## config.mk

```make
export PLATFORM = sky130hd
export DESIGN_NAME = cpu_sequencer
export DESIGN_NICKNAME = d
export VERILOG_FILES = /design/src/rtl/cpu_pkg.sv /design/src/rtl/fetch_watchdog.sv /design/src/rtl/cpu_sequencer.sv
export SDC_FILE = /design/constraint.sdc
export NUM_CORES = 1
export LEC_CHECK = 0
export ABC_AREA = 1
export BUFFER_PORTS_ARGS = -buffer_cell sky130_fd_sc_hd__buf_4
export CORE_AREA = 4 4 97 99
export CTS_CLUSTER_SIZE = 24
export DETAILED_ROUTE_END_ITERATION = 10
export DIE_AREA = 0 0 101 103
export GPL_TIMING_DRIVEN = 0
export PLACE_DENSITY = 0.79
export SYNTH_ARGS = -nofsm -noshare
export SYNTH_HDL_FRONTEND = slang
export SYNTH_HIERARCHICAL = 1
export SYNTH_SLANG_ARGS = --single-unit
```

## constraint.sdc

```tcl
create_clock -name clk -period 2 [get_ports clk]
set_clock_uncertainty 0.1 [all_clocks]
set_input_delay 0 -clock clk [delete_from_list [all_inputs] [get_ports clk]]
set_output_delay 0 -clock clk [all_outputs]
set_load 0.01 [all_outputs]
```

## src/rtl/cpu_pkg.sv

```systemverilog
// Shared types and constants for the RV32 multi-cycle sequencer and its datapath.
package cpu_pkg;

    typedef enum logic [2:0] {
        S_IDLE      = 3'd0,
        S_FETCH     = 3'd1,
        S_DECODE    = 3'd2,
        S_EXECUTE   = 3'd3,
        S_WRITEBACK = 3'd4,
        S_HALT      = 3'd5
    } seq_state_t;

    localparam logic [6:0]  ALU_WITH_TWO_REGISTERS = 7'b0110011;
    localparam logic [6:0]  ALU_WITH_IMMEDIATE     = 7'b0010011;
    localparam logic [31:0] NOP_INSN               = 32'h0000_0013;

    typedef enum logic [3:0] {
        ALU_ADD  = 4'd0,
        ALU_SUB  = 4'd1,
        ALU_SLL  = 4'd2,
        ALU_SLT  = 4'd3,
        ALU_SLTU = 4'd4,
        ALU_XOR  = 4'd5,
        ALU_SRL  = 4'd6,
        ALU_SRA  = 4'd7,
        ALU_OR   = 4'd8,
        ALU_AND  = 4'd9
    } alu_op_t;

    function automatic logic is_legal_opcode(input logic [6:0] opc);
        return (opc == ALU_WITH_TWO_REGISTERS) || (opc == ALU_WITH_IMMEDIATE);
    endfunction

endpackage

```

## src/rtl/fetch_watchdog.sv

```systemverilog
// Counts FETCH cycles without an ack; flags expiry and keeps a sticky timeout bit.
module fetch_watchdog #(
    parameter int unsigned FETCH_TIMEOUT = 15
) (
    input  logic clk,
    input  logic rst_n,
    input  logic fetching,
    input  logic ack,
    output logic expire,
    output logic timed_out
);
    localparam int CW = ($clog2(FETCH_TIMEOUT + 1) > 4) ? $clog2(FETCH_TIMEOUT + 1) : 4;

    logic [CW-1:0] cnt_q, cnt_d;
    logic          timed_out_q, timed_out_d;

    // Counter holds zero outside FETCH, so it is already clear on FETCH entry.
    always_comb begin
        cnt_d       = '0;
        expire      = fetching && !ack && (cnt_q == CW'(FETCH_TIMEOUT - 1));
        timed_out_d = timed_out_q | expire;
        if (fetching && !ack)
            cnt_d = cnt_q + 1'b1;
    end

    always_ff @(posedge clk or negedge rst_n) begin
        if (!rst_n) begin
            cnt_q       <= '0;
            timed_out_q <= 1'b0;
        end else begin
            cnt_q       <= cnt_d;
            timed_out_q <= timed_out_d;
        end
    end

    assign timed_out = timed_out_q;

endmodule

```

## src/rtl/cpu_sequencer.sv

```systemverilog
// Multi-cycle FETCH/DECODE/EXECUTE/WRITEBACK sequencer owning PC, IR and retire count.
// Optional fetch watchdog enabled by defining CPU_SEQ_FETCH_TIMEOUT_EN.
module cpu_sequencer
    import cpu_pkg::*;
#(
    parameter logic [31:0] RESET_PC      = 32'h0000_0000,
    parameter int unsigned IMEM_WORDS    = 32,
    parameter int unsigned FETCH_TIMEOUT = 15
) (
    input  logic        clk,
    input  logic        reset,
    input  logic        run,
    input  logic        step,
    output logic        imem_req,
    output logic [31:0] imem_addr,
    input  logic        imem_ack,
    input  logic [31:0] imem_rdata,
    output logic [31:0] pc,
    output logic [31:0] ir,
    output logic        reg_write_en,
    output logic        busy,
    output logic        halted,
    output logic        illegal,
    output logic        fetch_timeout,
    output logic [31:0] retired
);
    localparam logic [31:0] PC_MASK = 32'(4 * IMEM_WORDS - 1);

    seq_state_t  state_q, state_d;
    logic [31:0] pc_q, pc_d;
    logic [31:0] ir_q, ir_d;
    logic [31:0] retired_q, retired_d;
    logic        single_q, single_d;
    logic        illegal_q, illegal_d;
    logic        fetch_expire;

`ifdef CPU_SEQ_FETCH_TIMEOUT_EN
    fetch_watchdog #(
        .FETCH_TIMEOUT(FETCH_TIMEOUT)
    ) u_fetch_watchdog (
        .clk      (clk),
        .rst_n    (reset),
        .fetching (state_q == S_FETCH),
        .ack      (imem_ack),
        .expire   (fetch_expire),
        .timed_out(fetch_timeout)
    );
`else
    assign fetch_expire  = 1'b0;
    assign fetch_timeout = 1'b0;
`endif

    always_comb begin
        state_d   = state_q;
        pc_d      = pc_q;
        ir_d      = ir_q;
        retired_d = retired_q;
        single_d  = single_q;
        illegal_d = illegal_q;
        case (state_q)
            S_IDLE: begin
                if (run || step) begin
                    state_d  = S_FETCH;
                    single_d = step && !run;
                end
            end
            S_FETCH: begin
                // An ack in the expiry cycle takes priority over the watchdog.
                if (imem_ack) begin
                    ir_d    = imem_rdata;
                    state_d = S_DECODE;
                end else if (fetch_expire) begin
                    state_d = S_HALT;
                end
            end
            S_DECODE: begin
                if (is_legal_opcode(ir_q[6:0])) begin
                    state_d = S_EXECUTE;
                end else begin
                    state_d   = S_HALT;
                    illegal_d = 1'b1;
                end
            end
            S_EXECUTE: state_d = S_WRITEBACK;
            S_WRITEBACK: begin
                pc_d      = (pc_q + 32'd4) & PC_MASK;
                retired_d = retired_q + 32'd1;
                if (run && !single_q) begin
                    state_d = S_FETCH;
                end else begin
                    state_d  = S_IDLE;
                    single_d = 1'b0;
                end
            end
            S_HALT:  state_d = S_HALT;
            default: state_d = S_IDLE;
        endcase
    end

    always_ff @(posedge clk or negedge reset) begin
        if (!reset) begin
            state_q   <= S_IDLE;
            pc_q      <= RESET_PC;
            ir_q      <= NOP_INSN;
            retired_q <= '0;
            single_q  <= 1'b0;
            illegal_q <= 1'b0;
        end else begin
            state_q   <= state_d;
            pc_q      <= pc_d;
            ir_q      <= ir_d;
            retired_q <= retired_d;
            single_q  <= single_d;
            illegal_q <= illegal_d;
        end
    end

    // Outputs decode only registered state, so there is no input-to-output path.
    assign imem_req     = (state_q == S_FETCH);
    assign imem_addr    = pc_q;
    assign pc           = pc_q;
    assign ir           = ir_q;
    assign retired      = retired_q;
    assign illegal      = illegal_q;
    assign reg_write_en = (state_q == S_WRITEBACK) && (ir_q[11:7] != 5'd0);
    assign busy         = (state_q != S_IDLE) && (state_q != S_HALT);
    assign halted       = (state_q == S_HALT);

endmodule
```

==> impl_metrics.ini, run 1 <==
[die]
core.rowCount = 34
die_x_um = 101
core_mm2 = 0.008551
fp.dieH_um = 103
dieArea_mm2 = 0.01040
initial_utilization_pct = 46.93
io_pins = 171

[logic_synthesis]
syn_area_mm2 = 0.004013
synth_cell_types = 28
yosysTopAreaCellShare_pct = 44.28
ys_ff_latch = 74
syn_area_per_cell_um2 = 8.025
synthCells = 500
synthTopCellsByArea = dfrtp_1 (44%), nand2_1 (14%), buf_4 (11%)
yosys_warnings = 6
yosysSeqAreaShare_pct = 46.24
synth_area_leader_cell = dfrtp_1

[route]
routed_wl_um = 10690
drc = 0
ant_nets = 0
vias_per_cell = 4.581
avgRoutedWirePerCell_um = 12.83
num_vias = 3816
dr.pass1.iters = 4
drtIter0Drc = 131

[clock_tree]
cts_max_path_buffers = 2
cts_buffers = 9
htree_levels = 3
root_buffer = clkbuf_8
clkLatencyLatePin_ns = 0.34
cts.sinks = 74
cts_tree = done
cts.clk_slew.worst_paths_ns = 0.08

[power_and_ir_drop]
power_frac_seq_pct = 38.3
p_leak_nw = 3.279
internal_power_mw = 3.830
p_clk_share_pct = 21.5
finalPower_mw = 6.012
power_density_mw_per_mm2 = 1030
comb_power_share_pct = 40.2
p_sw_mw = 2.182
ir_drop_mv = 0.7133
netSwitchingFraction_pct = 36.30

[critical_path]
crit_start = state_q[0]
startpoint_type = flop
critPathArrivalTime_ns = 1.80
critical_path_class = flop to output pin
r2r-start = state_q[0]
required_ns = 1.90
cp_max_fo = 10
endpoint_kind = output pin
r2r_slack_ns = 0.1

[placed_design]
dp_slack_ns = 0.1463
io_buffers = 114
place_congestion = 0.8548
hpwl_um = 7437

[grt]
gr-total-overflow = 0
grt_antenna_before_repair = 0
groute.usage.overall_pct = 20.63
grt_pass1_wl_um = 17080
grt_pass1_vias = 3688
grt_max_degree = 75

[final_layout]
multi_input_area_mm2 = 0.001692
final_common_cell = buf_4
n_antenna_cell = 0
fill_cells = 660
syn_to_final_growth_pct = 45.49
nets = 759
drive_above_1_share_pct = 29.10
final_cell_mix = buf_4 (176), nand2_1 (152), dfrtp_1 (71)
register_area_mm2 = 0.001856

[sta]
fmax_mhz = 525.1
fin_ws_ns = 0.09556
grt_setup_unrepaired = true
timing.hold.ws_ns = 0.2136
finalCritPeriodShare_pct = 95.22
worstMarginPinSlew_ns = 0.9337
fin_tns_setup_ns = 0
setup_violations = 0
max-slew-margin-rel_pct = 37.76
hold_viol = 0
drv_slew = 0
layout_min_cycle_time_ns = 1.904

[outcome]
status = complete, no violations

[run]
drv_cap = 0

[min_path]
hold_path.class = input pin to asynchronous set/reset pin
## metal layers
| metal | up-vias | track usage (%) | wire (um) |
|---|---|---|---|
| met2 | 162 | 35.39 | 5382 |
| met3 | 18 | 6.089 | 942 |
| li1 | 1883 | - | - |
| met4 | 0 | 9.407 | 221 |
| met1 | 1753 | 23.89 | 4143 |
| met5 | - | 0 | 0 |
## sequential cells by signal (all words and copies together) (netlist names)
register	flops
ir	32
single_q	1
state_q	3
imem_addr	5
retired	32
illegal	1
## critical path: stages (launching register included)
cell     delay, ns
dfrtp_1       0.43
inv_2         0.06
nor2_1        0.12
inv_2         0.07
nor2_4        0.23
buf_4         0.17
buf_2         0.22
buf_4         0.16
## Yosys cell counts
cell type,instances
ha_1,2
inv_2,3
conb_1,1
nor3b_1,1
nor2_8,1
nand3_1,50
nor3_1,7
nor2_1,41
nand4_1,9
inv_1,43
buf_2,3
xnor2_1,9
or2_2,1
clkbuf_1,7
dfstp_2,3
o41ai_1,1
o21ai_0,2
nand2_2,2
buf_6,1
nor2_2,2
nor2_4,3
a31oi_1,1
dfrtp_1,71
a21oi_1,3
buf_4,60
nand2_1,153
xor2_1,17
nand3b_1,3
## power by group through the flow
stage | registers [mW] | logic [mW] | clock network, mW
detailed placement | 2.30 | 2.26 | 0
floorplan | 2.43 | 1.04 | 0
finish | 2.30 | 2.42 | 1.29
global route | 2.35 | 2.66 | 1.38
CTS | 2.29 | 2.34 | 1.31
global placement | 2.29 | 2.19 | 0
## kinds of logic (layout without fill, tap and decap cells)
logic type	after synthesis	count (layout)	share of synthesized area (%)
simple gates	273	273	29.53
buf+inv	117	288	16.84
flops	74	74	46.24
xor+xnor	26	26	5.675
compound gates	7	7	0.9979
fa+ha+maj	2	2	0.6235
other cells	1	55	0.09346
## worst paths after layout
| check | to | cells after the start |
|---|---|---|
| worst max-delay path | imem_req | 7 |
| worst min-delay path | ir[6] | 2 |
| worst max register to register | retired[26] | 8 |
| worst min register to register | ir[14] | 2 |
| max in group asynchronous | retired[10] | 2 |
| min in group clk | ir[10] | 4 |
## final cells by class
cell class,instances,share of cell area [%]
flip-flops and latches,74,31.78
multi-input cells,363,28.98
repair buffers,155,21.60
plain buffers,71,8.616
inverters,46,2.958
clock buffers,11,2.422
well taps,108,2.315
clock inverters,5,1.329
## through the flow
step	cells	util, %	cell area, um^2
3_3_place_gp	776	60.89	5206
5_1_grt	833	68.28	5838
3_5_place_dp	776	60.89	5206
2_1_floorplan	554	-	4215
6_report	833	68.28	5838
4_1_cts	831	68.01	5816
## what timing repair did
item                                    CTS  global route
gates resized for setup                   0             2
endpoints found under the setup margin    0             2
endpoints found under the hold margin   106             0
hold buffers                             39             0
setup buffers                             0             2
(Power assumes the default switching activity.)
==> inputs of run 2 (changes only) <==
--- a/config.mk
+++ b/config.mk
@@ -13,7 +13,7 @@
 export DIE_AREA = 0 0 101 103
 export GPL_TIMING_DRIVEN = 0
 export PLACE_DENSITY = 0.79
+export SETUP_SLACK_MARGIN = 0.3
 export SYNTH_ARGS = -nofsm -noshare
 export SYNTH_HDL_FRONTEND = slang
-export SYNTH_HIERARCHICAL = 1
 export SYNTH_SLANG_ARGS = --single-unit
==> impl_metrics.ini, run 2 <==
[clock_tree]
cts_buffers = 9
cts_tree = done
clkLatencyLatePin_ns = 0.35
htree_levels = 3
root_buffer = clkbuf_8
cts_max_path_buffers = 2
cts.clk_slew.worst_paths_ns = 0.08
cts.sinks = 74

[final_layout]
final_common_cell = buf_4
final_cell_mix = buf_4 (181), nand2_1 (151), dfrtp_1 (69)
register_area_mm2 = 0.001858
drive_above_1_share_pct = 31.96
final_area_mm2 = 0.005903
nets = 760
fill_cells = 661
n_antenna_cell = 0
multi_input_area_mm2 = 0.001742
syn_to_final_growth_pct = 47.12

[power_and_ir_drop]
finalPower_mw = 6.090
power_density_mw_per_mm2 = 1032
netSwitchingFraction_pct = 36.54
ir_drop_mv = 0.7308
p_sw_mw = 2.225
comb_power_share_pct = 40.5
p_clk_share_pct = 21.3
internal_power_mw = 3.865
power_frac_seq_pct = 38.2
p_leak_nw = 3.301

[logic_synthesis]
synth.most_common_cell = nand2_1
syn_area_per_cell_um2 = 8.025
synth_cell_types = 28
ys_ff_latch = 74
synth_commonest_cells = nand2_1 (153), dfrtp_1 (71), buf_4 (60), nand3_1 (50), inv_1 (43)
synth_edf_count = 0
synthArstFlopShare_pct = 100.0
synthCells = 500
syn_area_mm2 = 0.004013
synth_top_flop_cell = dfrtp_1
yosysSeqAreaShare_pct = 46.24
synth_area_leader_cell = dfrtp_1
yosys_warnings = 0
synthTopCellsByArea = dfrtp_1 (44%), nand2_1 (14%), buf_4 (11%)
yosysTopAreaCellShare_pct = 44.28

[critical_path]
r2r_cells = 9
r2r-start = state_q[0]
cp_max_fo = 9
endpoint_kind = flop
critPathArrivalTime_ns = 1.78
r2r_slack_ns = 0.36
required_ns = 2.14
rr_endpoint = retired[30]
path_common_cell = nand2_1
crit_slowest_cell = dfrtp_2
worstPathCellList = nor2_4, nand2_4, inv_4, nand2_1, nor2_4, buf_4, nand4_1, nand2_1, nand2_1
startpoint_type = flop
critical_path_class = flop to flop
worst_path_largest_cell_delay_ns = 0.45

[route]
num_vias = 3842
avgRoutedWirePerCell_um = 13.19
drc = 0
drtIter0Drc = 114
vias_per_cell = 4.607
dr.pass1.iters = 4
routed_wl_um = 11000
ant_nets = 0

[grt]
grt_pass1_wl_um = 17350
gr-total-overflow = 0
grt_pass1_vias = 3748
grt_antenna_before_repair = 0
groute.usage.overall_pct = 20.89
grt_max_degree = 75

[sta]
fmax_mhz = 611.5
drv_slew = 0
timing.hold.ws_ns = 0.2159
setup_violations = 0
layout_min_cycle_time_ns = 1.635
fin_tns_setup_ns = 0
worstMarginPinSlew_ns = 0.9422
max-slew-margin-rel_pct = 37.19
finalCritPeriodShare_pct = 81.76
grt_setup_unrepaired = true
hold_viol = 0

[run]
drv_cap = 0

[die]
initial_utilization_pct = 46.93
fp.dieH_um = 103
die_x_um = 101
core_mm2 = 0.008551
dieArea_mm2 = 0.01040
core.rowCount = 34
io_pins = 171

[placed_design]
place_congestion = 0.8548
place_area_mm2 = 0.005206
hpwl_um = 7437
io_buffers = 114

[min_path]
hold_path.class = input pin to asynchronous set/reset pin

[outcome]
status = complete, no violations
==> run 2: cell counts after synthesis <==
No cell type changed its count.
==> run 2: worst max-delay path: cells and delay by family (launching register included) <==
kind          cells  cell delay [ns]
buf+inv           2             0.25
simple gates      7             0.72
flops             1             0.45
==> run 2: metal layers <==
metal  global-route usage [%]  wire length, um  vias up  part of all wire, %
li1                         -                -     1880                    -
met1                    23.56             4186     1759                   38
met2                    36.61             5572      176                   51
met3                    6.089              960       27                  8.7
met4                    9.611              282        0                  2.6
met5                        0                0        -                    0
==> run 2: repair_timing <==
action	CTS	global route
hold buffers	36	0
resized for setup	8	18
hold endpoints to repair	106	0
endpoints found under the setup margin	45	24
buffers inserted	2	4
pin swaps	1	4
==> run 2: cell type report <==
class,count,area share [%]
Inverter,46,2.967
Timing Repair Buffer,156,21.36
Multi-Input combinational cell,363,29.50
Sequential cell,74,31.48
Clock inverter,5,1.314
Clock buffer,11,2.395
Buffer,71,8.690
Tap cell,108,2.289
==> run 2: cells by family (layout without fill, tap and decap cells) <==
kind of cell,after synthesis,in the layout,share of synthesized area [%]
and+or+nand+nor,273,273,29.53
buffers and inverters,117,289,16.84
AOI/OAI and AO/OA,7,7,0.9979
xor gates and xnor gates,26,26,5.675
DFF,74,74,46.24
other,1,55,0.09346
adders and majority gates,2,2,0.6235
==> run 2: how the worst max path moves through the flow <==
stage	from	endpoint	slack [ns]	cells after the start
final	state_q[0]	retired[30]	0.36	9
after global placement	state_q[0]	retired[26]	0.20	8
after floorplan	retired[1]	retired[22]	0.48	8
after CTS	state_q[0]	retired[26]	0.31	8
after global routing	state_q[1]	retired[27]	0.27	8
after detailed placement	state_q[0]	retired[26]	0.15	8
==> run 2: stage by stage <==
stage                     utilization, %  setup WS [ns]  std cells
after global placement             60.89         0.2027        776
after detailed placement           60.89         0.1463        776
final                              69.04         0.3647        834
after CTS                          68.03         0.3073        830
after global routing               69.04         0.2696        834
after floorplan                        -         0.4784        554
==> run 2: power by group through the flow <==
stage | clock network [mW] | registers (mW) | logic [mW]
finish | 1.30 | 2.33 | 2.47
global route | 1.38 | 2.37 | 2.70
CTS | 1.31 | 2.29 | 2.37
detailed placement | 0 | 2.30 | 2.26
global placement | 0 | 2.29 | 2.19
floorplan | 0 | 2.43 | 1.04
==> inputs of run 3 (changes only) <==
--- a/config.mk
+++ b/config.mk
@@ -7,12 +7,12 @@
 export LEC_CHECK = 0
 export ABC_AREA = 1
 export BUFFER_PORTS_ARGS = -buffer_cell sky130_fd_sc_hd__buf_4
-export CORE_AREA = 4 4 97 99
+export CORE_AREA = 4 4 101 103
 export CTS_CLUSTER_SIZE = 24
 export DETAILED_ROUTE_END_ITERATION = 10
-export DIE_AREA = 0 0 101 103
+export DIE_AREA = 0 0 105 107
 export GPL_TIMING_DRIVEN = 0
-export PLACE_DENSITY = 0.79
+export PLACE_DENSITY = 0.76
 export SETUP_SLACK_MARGIN = 0.3
 export SYNTH_ARGS = -nofsm -noshare
 export SYNTH_HDL_FRONTEND = slang
==> constraint.sdc (replaced) <==
create_clock -name clk -period 1.4 [get_ports clk]
set_clock_uncertainty 0.1 [all_clocks]
set_input_delay 0 -clock clk [delete_from_list [all_inputs] [get_ports clk]]
set_output_delay 0 -clock clk [all_outputs]
set_load 0.01 [all_outputs]
==> impl_metrics.ini, run 3 (synthesis results as in run 2) <==
[outcome]
status = finished with violations
violations = hold timing, setup timing

[route]
ant_nets = 0
drtIter0Drc = 176
vias_per_cell = 4.746
routed_wl_um = 14200
num_vias = 4338
avgRoutedWirePerCell_um = 15.54
drc = 0
dr.pass1.iters = 4

[critical_path]
crit_cells = 8
rr_endpoint = retired[22]
required_ns = 1.53
worst_path_largest_cell_delay_ns = 0.46
endpoint_kind = flop
crit_family = simple AND/OR/NAND/NOR gates
r2r_cells = 8
cp_num_buf_inv = 0
r2r-start = state_q[1]
crit_slowest_cell = dfrtp_2
critPathArrivalTime_ns = 1.78
cp_max_fo = 4
worstPathCellList = nor2_4, nand2_4, nor2_2, nand2_2, nor2_4, nand2_1, nand2_1, nand2_1
path_common_cell = nand2_1
critical_path_class = flop to flop
startpoint_type = flop
r2r_slack_ns = -0.25

[power_and_ir_drop]
power_density_mw_per_mm2 = 1411
p_leak_nw = 3.900
finalPower_mw = 10.32
ir_drop_mv = 1.216

[final_layout]
stdcell_count = 914
drive_above_1_share_pct = 52.30
final_cell_mix = buf_4 (176), nand2_1 (88), buf_6 (82)
n_antenna_cell = 0
final_util_pct = 79.50
syn_to_final_growth_pct = 82.20
nets = 838
final_common_cell = buf_4
fill_cells = 526
final_area_mm2 = 0.007311

[sta]
setup_violations = 68
worstMarginPinSlew_ns = 0.9482
timing.hold.ws_ns = -0.3082
layout_min_cycle_time_ns = 1.646
fin_tns_setup_ns = -8.959
fmax_mhz = 607.7
fin_ws_ns = -0.2456
finalCritPeriodShare_pct = 117.5
grt_setup_unrepaired = true
drv_slew = 0
hold_viol = 71
max-slew-margin-rel_pct = 36.78

[placed_design]
hpwl_um = 7654
io_buffers = 114
dp_slack_ns = -0.3277
place_congestion = 0.8439
dp.cells = 779
place_area_mm2 = 0.005306

[die]
io_pins = 171
fp.dieH_um = 107
core.rowCount = 35
dieArea_mm2 = 0.01124
core_mm2 = 0.009196
die_x_um = 105
initial_utilization_pct = 43.63

[grt]
groute.usage.overall_pct = 22.37
gr-total-overflow = 0
grt_antenna_before_repair = 0
grt_pass1_vias = 4277
grt_max_degree = 75
grt_pass1_wl_um = 20410

[clock_tree]
cts_buffers = 9
cts_max_path_buffers = 2
cts.clk_slew.worst_paths_ns = 0.08
cts.sinks = 74
root_buffer = clkbuf_8
clkLatencyLatePin_ns = 0.34
cts_tree = done
postCtsHoldBufs = 35
htree_levels = 3

[min_path]
hold_path.class = input pin to asynchronous set/reset pin

[run]
drv_cap = 0
==> run 3: cell types whose count changed in the layout (fill, tap and decap cells not counted), sizes merged <==
cell         previous run  this run
clkbuf                 18        17
bufinv                  2         0
clkinvlp                1         0
dlygate4sd3            36        35
buf                   184       264
clkinv                  2         4
==> run 3: worst max path at each step <==
stage                          start          end
after floorplan           retired[1]  retired[26]
after global placement    state_q[0]  retired[26]
after detailed placement  state_q[0]  retired[26]
after CTS                 state_q[0]  retired[22]
after global routing      state_q[1]  retired[22]
final                     state_q[1]  retired[22]
==> run 3: per-layer routing <==
metal,up-vias,track usage [%],part of all wire (%)
li1,2030,-,-
met2,195,41.61,54
met5,-,0,0
met1,2074,24.22,35
met4,0,9.747,3.2
met3,39,5.117,7.3
==> run 3: final cells by class <==
type	count	area [um^2]	area share (%)
Multi-Input combinational cell	363	2213	30.28
Timing Repair Buffer	234	2160	29.54
Sequential cell	74	1877	25.67
Buffer	71	590.6	8.078
Inverter	46	180.2	2.464
Tap cell	111	138.9	1.900
Clock buffer	11	131.4	1.797
Clock inverter	4	20.02	0.2738
==> run 3: what timing repair did <==
item                                    CTS  global route
buffers inserted                         50            32
endpoints found under the setup margin   86           108
gates cloned                              3             0
hold endpoints to repair                106            71
resized for setup                       146           100
pin swaps                                15            15
==> run 3: where the power goes <==
group	switching [mW]	total (mW)	internal [mW]
combinational	2.52	5.40	2.88
clock	0.786	1.41	0.624
sequential	0.726	3.51	2.78
total	4.03	10.3	6.29
